[config.mk]
export PLATFORM = sky130hd
export DESIGN_NAME = seg_scan_disp
export DESIGN_NICKNAME = d
export VERILOG_FILES = /design/src/rtl/seg_scan_disp.sv
export SDC_FILE = /design/constraint.sdc
export NUM_CORES = 1
export LEC_CHECK = 0
export CELL_PAD_IN_SITES_DETAIL_PLACEMENT = 1
export CELL_PAD_IN_SITES_GLOBAL_PLACEMENT = 1
export CORE_UTILIZATION = 25
export DETAILED_ROUTE_END_ITERATION = 8
export HOLD_SLACK_MARGIN = 0.05
export PLACE_DENSITY_LB_ADDON = 0.1
export SETUP_SLACK_MARGIN = 0.2
export SLEW_MARGIN = 20
export SYNTH_ARGS = -nofsm -noshare
export SYNTH_HDL_FRONTEND = slang
export SYNTH_SLANG_ARGS = --single-unit
[constraint.sdc]
create_clock -name clk -period 2.9 [get_ports clk]
set_clock_uncertainty 0.15 [all_clocks]
set_input_delay 0.725 -clock clk [delete_from_list [all_inputs] [get_ports clk]]
set_output_delay 0.725 -clock clk [all_outputs]
set_load 0.005 [all_outputs]
[src/rtl/seg_scan_disp.sv]
// seg_scan_disp: 8-digit multiplexed 7-segment driver with cursor blink and one-pass roll
// Ports: clk/rst_n clock and async active-low reset; disp_data 8 BCD digits (digit 0 in [3:0]);
//   disp_data_en rising edge starts a roll; edit_en/weishu/shuzi cursor overlay (digit index, live value);
//   seg_sel active-low digit enables; seg_data active-low {dp,g..a}; roll_busy high while rolling.
module seg_scan_disp #(
   parameter int SCAN_DIV   = 50000,
   parameter int SCROLL_DIV = 16666666,
   parameter int BLINK_DIV  = 12500000
) (
   input  logic        clk,
   input  logic        rst_n,
   input  logic [31:0] disp_data,
   input  logic        disp_data_en,
   input  logic        edit_en,
   input  logic [3:0]  weishu,
   input  logic [3:0]  shuzi,
   output logic [7:0]  seg_sel,
   output logic [7:0]  seg_data,
   output logic        roll_busy
);
   localparam int SCW = (SCAN_DIV > 1) ? $clog2(SCAN_DIV) : 1;
   localparam int RCW = (SCROLL_DIV > 1) ? $clog2(SCROLL_DIV) : 1;
   localparam int BCW = (BLINK_DIV > 1) ? $clog2(BLINK_DIV) : 1;
   typedef enum logic {ST_STATIC, ST_ROLL} state_t;
   state_t         state_q, state_d;
   logic [SCW-1:0] scan_cnt_q;
   logic [2:0]     scan_idx_q;
   logic [RCW-1:0] scroll_cnt_q;
   logic [BCW-1:0] blink_cnt_q;
   logic [31:0]    roll_reg_q;
   logic [2:0]     roll_step_q;
   logic           blink_phase_q, en_q, edit_q;
   logic [3:0]     weishu_q;
   logic [7:0]     seg_sel_q, seg_data_q, seg_data_d;
   logic [3:0]     digit;
   logic           scan_tick, roll_tick, blink_tick, blink_rst, rise, roll_start, roll_done, overlay;
   assign scan_tick  = scan_cnt_q == SCW'(SCAN_DIV - 1);
   assign roll_tick  = state_q == ST_ROLL && scroll_cnt_q == RCW'(SCROLL_DIV - 1);
   assign blink_tick = blink_cnt_q == BCW'(BLINK_DIV - 1);
   // restart the blink in the visible phase so a newly placed cursor shows at once
   assign blink_rst  = (edit_en & ~edit_q) | (weishu != weishu_q);
   assign rise       = disp_data_en & ~en_q;
   assign roll_start = state_q == ST_STATIC && rise;
   assign roll_done  = roll_tick && roll_step_q == 3'd7;
   assign seg_sel    = seg_sel_q;
   assign seg_data   = seg_data_q;
   always_ff @(posedge clk or negedge rst_n) begin
      if (!rst_n) state_q <= ST_STATIC;
      else        state_q <= state_d;
   end
   always_comb begin
      state_d = (state_q == ST_STATIC) ? (rise ? ST_ROLL : ST_STATIC) : (roll_done ? ST_STATIC : ST_ROLL);
   end
   always_comb begin
      roll_busy = state_q == ST_ROLL;
      overlay   = !roll_busy && edit_en && weishu == {1'b0, scan_idx_q};
      digit     = overlay ? (blink_phase_q ? shuzi : 4'hF)
                : roll_busy ? roll_reg_q[{scan_idx_q, 2'b00} +: 4] : disp_data[{scan_idx_q, 2'b00} +: 4];
   end
   always_comb begin
      case (digit)
         4'd0:    seg_data_d = 8'hC0;
         4'd1:    seg_data_d = 8'hF9;
         4'd2:    seg_data_d = 8'hA4;
         4'd3:    seg_data_d = 8'hB0;
         4'd4:    seg_data_d = 8'h99;
         4'd5:    seg_data_d = 8'h92;
         4'd6:    seg_data_d = 8'h82;
         4'd7:    seg_data_d = 8'hF8;
         4'd8:    seg_data_d = 8'h80;
         4'd9:    seg_data_d = 8'h90;
         default: seg_data_d = 8'hFF;
      endcase
   end
   always_ff @(posedge clk or negedge rst_n) begin
      if (!rst_n) begin
         scan_cnt_q    <= '0;
         scan_idx_q    <= '0;
         scroll_cnt_q  <= '0;
         blink_cnt_q   <= '0;
         blink_phase_q <= 1'b1;
         roll_reg_q    <= '0;
         roll_step_q   <= '0;
         en_q          <= 1'b0;
         edit_q        <= 1'b0;
         weishu_q      <= '0;
         seg_sel_q     <= 8'hFF;
         seg_data_q    <= 8'hFF;
      end else begin
         scan_cnt_q    <= scan_tick ? '0 : scan_cnt_q + 1'b1;
         scan_idx_q    <= scan_idx_q + 3'(scan_tick);
         blink_cnt_q   <= (blink_rst | blink_tick) ? '0 : blink_cnt_q + 1'b1;
         blink_phase_q <= blink_rst | (blink_phase_q ^ blink_tick);
         en_q          <= disp_data_en;
         edit_q        <= edit_en;
         weishu_q      <= weishu;
         seg_sel_q     <= ~(8'h01 << scan_idx_q);
         seg_data_q    <= seg_data_d;
         if (roll_start) begin
            roll_reg_q   <= disp_data;
            roll_step_q  <= '0;
            scroll_cnt_q <= '0;
         end else if (state_q == ST_ROLL) begin
            scroll_cnt_q <= roll_tick ? '0 : scroll_cnt_q + 1'b1;
            if (roll_tick) begin
               roll_reg_q  <= {roll_reg_q[27:0], roll_reg_q[31:28]};
               roll_step_q <= roll_step_q + 3'd1;
            end
         end
      end
   end
endmodule

[Yosys cells after proc, flatten, opt, wreduce, memory -nomap -nowiden]
Memories as Yosys holds them, arrays and structs flattened. A register that Yosys moved wholly into a read port is not among the register bits.
Index checks and enable logic that the tools add are counted.
Word-level totals
  logic and storage cells: 65
  memories: 1
  bits in read-only memories: 112
  input port bits: 44
  output and inout bits: 17
  bits in registers: 126
Operators by class
  shifts and indexed selects: 3
  bitwise operators: 10
  eq/ne operators: 6
  reductions and logical operators: 10
  mux-type cells: 17
  add/sub/neg operators: 5
Memories
  (no name shown): words 16, width 7, read ports 1, clocked after Yosys merged registers in 1, write ports 0, line 61  | case (digit)
Operators by type and width (number)
  24-bit two-way mux: 4
  32-bit two-way mux: 3
  32-bit by 6-bit indexed part select with 4-bit output: 2
  24-bit by 1-bit adder with 24-bit output, second input constant: 2
  24-bit equality test, second input constant: 2
  16-bit by 1-bit adder with 16-bit output, second input constant: 1
  16-bit equality test, second input constant: 1
  16-bit two-way mux: 1
  4-bit two-way mux: 3
  3-bit two-way mux: 3
  8-bit inverter: 1
  1-bit by 3-bit << shifter with 8-bit output, first input constant: 1
  1-bit logical AND: 5
  4-bit by 3-bit equality test with 1-bit output: 1
  4-bit != test: 1
  2-bit nonzero test: 2
  3-bit by 1-bit adder with 3-bit output: 1
  3-bit by 1-bit adder with 3-bit output, second input constant: 1
  3-bit equality test, second input constant: 1
  1-bit two-way mux: 3
  1-bit inverter: 3
  1-bit bitwise OR: 3
  1-bit AND: 2
  1-bit zero test: 2
  2 further kinds: 2

[Logic depth before layout (Yosys ltp)]
  depth after elaboration: 5
  depth in mapped cells: 12
  mapped depth without buffers: 9

[Worst setup path after synthesis]
No wires, ideal clock.
  path type: reg2reg
  start: reg scan_idx_q[0]
  end: reg seg_data_q[6], in the netlist seg_data[6]
  arrival time: 2520 ps
  path buffers: 3
  setup time: 82 ps
  data required time: 2668 ps
  cell stages (with the launch flop): 13
  clock period less this slack: 2752 ps
  path slack: 148 ps
  cells stage by stage: dfrtp_1 -> buf_6 -> buf_8 -> clkbuf_1 -> mux4_2 -> o22ai_1 -> a311oi_1 -> nor2_1 -> inv_1 -> ha_1 -> inv_1 -> o21ai_1 -> mux2_2
On the way
  cells in the longest elaborated chain, start to end: 3
  elaborated cells between the ends (all ways): 6
  classes of those cells: 1 x eq/ne; 2 x shift; 2 x mux; 1 x reduce/logical
RTL lines
  start: declaration: line 27  | logic [2:0] scan_idx_q;
  start signal: assignment: line 91  | scan_idx_q <= scan_idx_q + 3'(scan_tick);
  32-bit by 6-bit indexed part select with 4-bit output or 4-bit by 3-bit equality test with 1-bit output (tied branches): line 58, 56
  4-bit two-way mux or 1-bit logical AND (tied branches): line 58, 56
  4-bit two-way mux *: line 57  | digit = overlay ? (blink_phase_q ? shuzi : 4'hF)
  end: declaration: line 34  | logic [7:0] seg_sel_q, seg_data_q, seg_data_d;
Mark *: on every way between the ends. The rest lies on a longest branch, timed or not.
A chain may end at the register's enable or synchronous reset.

[Worst setup path in the final report]
  start: in disp_data[26]
  end: reg seg_data_q[6], in the netlist seg_data[6]
On the way
  cells in the longest elaborated chain, start to end: 3
RTL lines
  start: declaration: line 12  | input logic [31:0] disp_data,
  32-bit by 6-bit indexed part select with 4-bit output: line 58  | : roll_busy ? roll_reg_q[{scan_idx_q, 2'b00} +: 4] : disp_data[{scan_idx_q, 2'b00} +: 4];
  4-bit two-way mux: line 58
  4-bit two-way mux: line 57
Every way passes these cells.

==> summary.txt <==
Worst setup path
  • Worst R2R Path Depth: 6
  • Critical path data required time: 3.08 ns
  • Arr. time, crit path: 2.85 ns
  • Crit path to: seg_data[6]
  • Critical Path Start Type: primary input
  • Crit path max fanout: 8
  • R2r setup slk: 0.27 ns
  • Reg2reg end: seg_data[6]
  • Critical Path End Type: flop
  • Worst setup path startpoint: disp_data[26]
  • Reg2reg start: scan_idx_q[0]
  • WS Path Type: in2reg

Finish
  • Nets: a little over 800
  • ANT cells: 0
  • Non-filler instance count after layout: between 1k and 1.5k
  • # fillers: 2847
  • Util after Layout: 0.341
  • Layout cells sized above 1: 0.197
  • Area Growth Syn to Fin: 33.4%

Yosys
  • Syn nets: 691
  • Post-synth top area cell: dfrtp_1
  • Ys async rst share: 1.00
  • Mean area per synthesized cell: approximately 10 um2
  • Top-area cell type share of the netlist area: 0.421
  • Top FF cell, synth: dfrtp_1
  • Number of distinct library cells after synthesis: 59
  • Top post-synthesis cells by area: dfrtp_1 42%, dfstp_2 6.5%, mux4_2 4.9%
  • Synth Warn #: 0
  • #FFs+latches synth: about 130
  • Post-synthesis sequential area ratio: 0.486
  • EDFF count, synth: 0
  • Synth Instances: around 630
  • Synth Cell Area: around 6500 um2

CTS
  • Clock root cell: clkbuf_16
  • # H-tree levels: 4
  • Clock Path Buffers: 2
  • TritonCTS clock tree: built
  • Clk pin slew, worst setup/hold paths: 0.06 ns
  • Worst-skew pair later-pin latency: 0.42 ns
  • Clock sinks: 125
  • TritonCTS buffer count: 17

Routing
  • DRC: 0
  • DR vias/cell: 4.72
  • Pre-antenna DRT Iters: 6
  • Vias post-DR: 5164
  • Routed wire length per instance: ~17 um
  • Routed WL: 18700 um
  • Initial drt markers: between 200 and 300
  • Antenna-violating nets left: 0

Timing
  • RSZ-0062 raised after global routing: yes
  • Worst-Margin Slew: 0.656 ns
  • Final Hold Violating Endpoints: 0
  • Fmax: roughly 380 MHz
  • Final min period: 2.67 ns
  • Setup TNS: 0 ns
  • Count of pins over their slew limit: 0
  • Part of the cycle the worst path needs: 0.919
  • Setup violators final: 0
  • WHS: 0.0804 ns
  • Slew HR: 0.563

Power
  • Sequential power share: 0.411
  • LEAKAGE: 3.65 nW
  • Clock group share of total power: 0.458
  • Comb power frac: 0.131
  • Internal power: roughly 3.8 mW
  • Pwr Density: 589 nW/um2
  • P_sw: 1.31 mW
  • Switch share: 0.257
  • Worst vdd ir: ~0.34 mV

GRT
  • Largest net degree at the start of global routing: 78
  • GRT Util Overall: 0.152
  • Total grt overflow: 0
  • Initial antenna violation count: 0
  • First-pass GRT wire length: 31000 um
  • Vias in the first global route: 5740

Die
  • Die X: 163 um
  • Core area: roughly 25000 um2
  • Num rows: 58
  • Die H: approximately 160 um
  • Die area: 26600 um2
  • Initial Util: 0.256
  • IO Pins: 61

Job
  • Max Cap Viol: 0

Hold path
  • Hold crit path type: in2async

Place
  • Placed Cells: 1057
  • Hpwl dp: about 13000 um
  • PortBufs: 59
  • GPL Wtd Cong: 0.728

Run status
  • Status: completed
==> power groups by stage <==
stage	clock [mW]	combinational [mW]	sequential [mW]
finish	2.33	0.668	2.09
global route	2.46	0.756	2.12
CTS	2.40	0.674	2.09
detailed placement	0	0.667	2.12
global placement	0	0.650	2.12
floorplan	0	0.343	2.07
==> flip-flops by register name (all words and copies together) (netlist names), 3 cells and up <==
register	cells
roll_reg_q	32
blink_cnt_q	24
scroll_cnt_q	24
scan_cnt_q	16
seg_sel	8
seg_data	7
weishu_q	4
roll_step_q	3
scan_idx_q	3
==> worst min path at each step <==
stage              startpoint             end  slack (ns)  depth (start not counted)
2_1_floorplan           rst_n  blink_cnt_q[0]        0.28                          0
3_3_place_gp   blink_cnt_q[0]  blink_cnt_q[0]        0.32                          1
3_5_place_dp   scan_cnt_q[10]  scan_cnt_q[10]        0.34                          1
4_1_cts                 rst_n  blink_cnt_q[9]        0.08                          1
5_1_grt                 rst_n          edit_q        0.09                          1
6_report                rst_n     weishu_q[3]        0.08                          1
==> layout make-up <==
class                   instances  area (um2)  area share
repair buffers                126        1200       0.139
inverters                      31         116      0.0135
clock inverters                13         188      0.0217
clock buffers                  19         453      0.0524
well taps                     330         413      0.0478
flip-flops and latches        125        3150       0.364
multi-input cells             449        3120       0.361
==> metal layers <==
| layer | up-vias | part of all wire | wire [um] | track usage |
|---|---|---|---|---|
| met2 | 59 | 0.50 | 9290 | 0.257 |
| met3 | 9 | 0.022 | 402 | 0.0308 |
| li1 | 2452 | - | - | - |
| met4 | 0 | 0.0087 | 162 | 0.0399 |
| met1 | 2644 | 0.47 | 8840 | 0.195 |
| met5 | - | 0 | 0 | 0 |
==> cells in the final DEF, fill, tap and decap left out, drive strengths merged, types with 6 or more instances in the layout <==
master / instances
a21oi: 24
a22oi: 13
a31oi: 6
and4: 10
buf: 68
clkbuf: 19
clkdlybuf4s50: 52
dfrtp: 109
dfstp: 16
dlymetal6s2s: 6
ha: 13
inv: 33
mux2i: 9
mux4: 18
nand2: 77
nand2b: 8
nand3: 27
nand4: 15
nor2: 72
nor3: 9
nor4: 7
o21ai: 10
o22ai: 18
or3: 8
xnor2: 35
xor2: 24
==> cells in the mapped netlist, types with 3 or more instances <==
cell,number
dfrtp_1,109
nand2_1,77
nor2_1,72
xnor2_1,35
inv_1,31
nand3_1,27
a21oi_1,24
xor2_1,24
clkbuf_1,19
o22ai_1,18
dfstp_2,16
mux4_2,14
nand4_1,14
a22oi_1,13
ha_1,13
and4_1,10
nor3_1,9
nand2b_1,8
or3_1,8
mux2i_1,7
nor4_1,7
a31oi_1,6
buf_2,6
and2_1,5
and3_1,5
o21ai_1,5
mux4_1,4
nor2b_1,4
o21ai_0,4
a311oi_1,3
nand3b_1,3
==> kinds of logic after synthesis <==
logic type | count (synthesis) | share of synthesized area
flops | 125 | 0.486
buf+inv | 60 | 0.0406
fa+ha+maj | 13 | 0.0251
xor+xnor | 59 | 0.0798
mux | 28 | 0.0844
other cells | 1 | 0.000579
compound gates | 86 | 0.0850
simple gates | 262 | 0.199
==> through the flow <==
step	setup slack (ns)	area (um2)	power (mW)
after global placement	-0.216	7870	2.77
final	0.235	8650	5.09
after CTS	0.210	8570	5.16
after global routing	0.174	8650	5.33
after floorplan	0.268	6480	2.42
after detailed placement	-0.272	7870	2.79
==> worst max-delay path, cell delays in order <==
cell and delay, ns:
clkdlybuf4s50_1 0.43, mux4_2 0.50, mux4_2 0.56, mux2i_4 0.27
o21ai_1 0.09, mux2_2 0.27
==> timing repair <==
| item | 4_1_cts | 5_1_grt |
|---|---|---|
| hold endpoints to repair | 0 | 0 |
| resized for setup | 4 | 18 |
| setup buffers | 1 | 2 |
| endpoints found under the setup margin | 5 | 7 |
| pin swaps | 1 | 4 |
| hold buffers | 0 | 0 |
| cloned | 1 | 0 |
(Power assumes the default switching activity.)
==> RTL change, RTL diff (config.mk and constraints unchanged) <==
Reset style: synchronous (`rst_n`), changed in 2 clocked blocks. Comments in the files are not updated.
--- a/src/rtl/seg_scan_disp.sv
+++ b/src/rtl/seg_scan_disp.sv
@@ -46,3 +46,3 @@
    assign seg_data   = seg_data_q;
-   always_ff @(posedge clk or negedge rst_n) begin
+   always_ff @(posedge clk) begin
       if (!rst_n) state_q <= ST_STATIC;
@@ -74,3 +74,3 @@
    end
-   always_ff @(posedge clk or negedge rst_n) begin
+   always_ff @(posedge clk) begin
       if (!rst_n) begin
Formal check against the unedited RTL: differs if rst_n is asserted again (counterexample within 4 cycles, from zero or initial values and one cycle with rst_n low); with rst_n held inactive, the same outputs for 10 cycles.
==> RTL change against the original RTL <==
  * Design area shrank 6.9%
  * Setup slack gained 0.045 ns
  * Global-route usage shrank 0.70 points
  * Synthesized area shrank 8.1%
  * Final cell count shrank 1.1%
  * Sequential share of layout area shrank 5.3 points
  * Routed wire length shrank 10%
  * Power shrank 17%
  * Critical path depth grew 2
  * Via count shrank 3.9%
  * Hold slack gained 0.21 ns
  * Die area shrank 8.1%
  * Sequential cell count is the same
==> RTL change: results (changes against the original RTL) <==
| Group | Result | Value | Delta |
|:---|:---|:---|:---|
| drt | WL/cell | 15.5 microns | was 17.1 microns |
| hold path | Class of the tightest hold or removal check | register to register | was primary input to asynchronous set/reset pin |
| critical path | Critical Path AT | 2.76 ns | was 2.85 ns |
| cells and area | Proportion of layout cells with a drive suffix above 1 | 0.185 | was 0.197 |
| synth | Most numerous cell types in the synthesized netlist | 125 x dfxtp_1, 86 x nor2_1, 77 x nand2_1, 44 x xor2_1, 23 x xnor2_1 | was 109 x dfrtp_1, 77 x nand2_1, 72 x nor2_1, 35 x xnor2_1, 31 x inv_1 |
| status | Result of the run | completed | unchanged |
| synth | Primary flip-flop cell chosen by synthesis mapping | dfxtp_1 | was dfrtp_1 |
| synth | Most area-consuming cells after synthesis | dfxtp_1 42%, xor2_1 6.5%, nor2_1 5.4%, mux4_2 5.3%, nand2_1 4.9% | was dfrtp_1 42%, dfstp_2 6.5%, mux4_2 4.9%, xnor2_1 4.7%, nand2_1 4.5% |
| synth | Net count after synthesis | 693 | was 691 |
| critical path | Worst-path fanout max | 5 | was 8 |
| synth | FFs w/ async S/R, synth | 0 | was 1.00 |
| drt | Starting DRC count in detailed routing | 164 | was 260 |
| cells and area | # nets final | 806 | was 807 |
| drt | Vias per cell | 4.59 | was 4.72 |
| synth | Netlist cell types | 49 | was 59 |
| synth | Fraction of synthesized area in multiplexers | 0.101 | was 0.0844 |
| placed design | Standard cell area after detailed placement | 7260 sq um | was 7870 sq um |
| synth | Sequential-to-total area share from yosys stat | 0.421 | was 0.486 |
| placed design | Routability Congestion | 0.773 | was 0.728 |
| grt | Via count of the first global-routing pass | 5225 | was 5740 |
| placed design | Worst slack at placement | -0.471 ns | was -0.272 ns |
| pwr | Lkg Pwr | 0.00313 uW | was 0.00365 uW |
| critical path | Biggest cell delay along the critical path | 0.49 ns | was 0.56 ns |
| sta | Actual transition at the worst max-transition pin | 0.589 ns | was 0.656 ns |
| synth | Adder-cell area share of the yosys netlist | 0.0273 | was 0.0251 |
| drt | Drt first pass iters | 4 | was 6 |
| synth | Xor/xnor share of the synthesized area | 0.0986 | was 0.0798 |
| cells and area | Fill cell instance count of the final layout | 2693 | was 2847 |
| drt | Met1 wire length | 7670 microns | was 8840 microns |
| drt | WL met2 | 8230 microns | was 9290 microns |
| pwr | Max IR drop VDD | 0.320 mV | was 0.343 mV |
| grt | Global-route total usage across every layer | 0.145 | was 0.152 |
-- RTL change: changes by cell type after synthesis, sizes merged, moves of 16 or more --
cell and change:
dfstp -16, o22ai -18, xor2 +20, a21boi +19, dfrtp -109, dfxtp +125
a21oi -19, inv -20
-- RTL change: where the power goes --
part	internal [uW]	switching, uW
clock	1170	807
sequential	1770	38.8
combinational	253	205
-- RTL change: per-stage QoR --
| stage | util | std cells | total power, uW | TNS, ns | hold slack (ns) |
|---|---|---|---|---|---|
| after global routing | 0.344 | 1081 | 4420 | 0 | 0.323 |
| final | 0.344 | 1081 | 4250 | 0 | 0.290 |
| after detailed placement | 0.310 | 1034 | 2280 | -3.08 | 0.283 |
| after floorplan | - | 636 | 2050 | 0 | 0.263 |
| after CTS | 0.337 | 1072 | 4310 | 0 | 0.291 |
| after global placement | 0.310 | 1034 | 2270 | -2.48 | 0.276 |
-- RTL change: worst reg2reg max path, cell delays in order (launching register included) --
cell,delay (ns)
dfxtp_4,0.38
buf_12,0.14
mux4_2,0.51
mux2_4,0.29
or3_4,0.34
o211ai_1,0.11
buf_4,0.16
mux2_4,0.30
a32oi_1,0.14
-- RTL change: layout make-up --
class                   count  area, sq um  share of cell area
multi-input cells         466         3350               0.416
repair buffers            128         1220               0.151
well taps                 319          399              0.0496
flip-flops and latches    125         2510               0.312
clock inverters            12         98.8              0.0123
inverters                  11         41.3             0.00513
clock buffers              20          437              0.0543
-- RTL change: repair_timing --
item | CTS | global route
gates cloned | 0 | 1
setup endpoints to repair | 57 | 15
pin swaps | 9 | 9
buffers inserted | 6 | 8
resized for setup | 26 | 24
-- RTL change: final timing paths --
path / endpoint / cells after the start / startpoint / slack [ns]
setup / recovery: seg_data[5] / 8 / disp_data[25] / 0.28
setup reg to reg: seg_data[4] / 8 / scan_idx_q[0] / 0.30
hold / removal: blink_cnt_q[0] / 1 / blink_cnt_q[0] / 0.29
hold reg to reg: blink_cnt_q[0] / 1 / blink_cnt_q[0] / 0.29
-- RTL change: logic make-up after synthesis --
kind of cell	after synthesis
xor+xnor	67
mux	42
fa+ha+maj	13
simple gates	270
buf+inv	45
other cells	1
compound gates	73
flops	125
-- RTL change: per-layer routing --
metal | vias to the layer above | track usage
met5 | - | 0
met4 | 0 | 0.0467
met3 | 18 | 0.0393
met2 | 60 | 0.249
met1 | 2449 | 0.174
li1 | 2437 | -
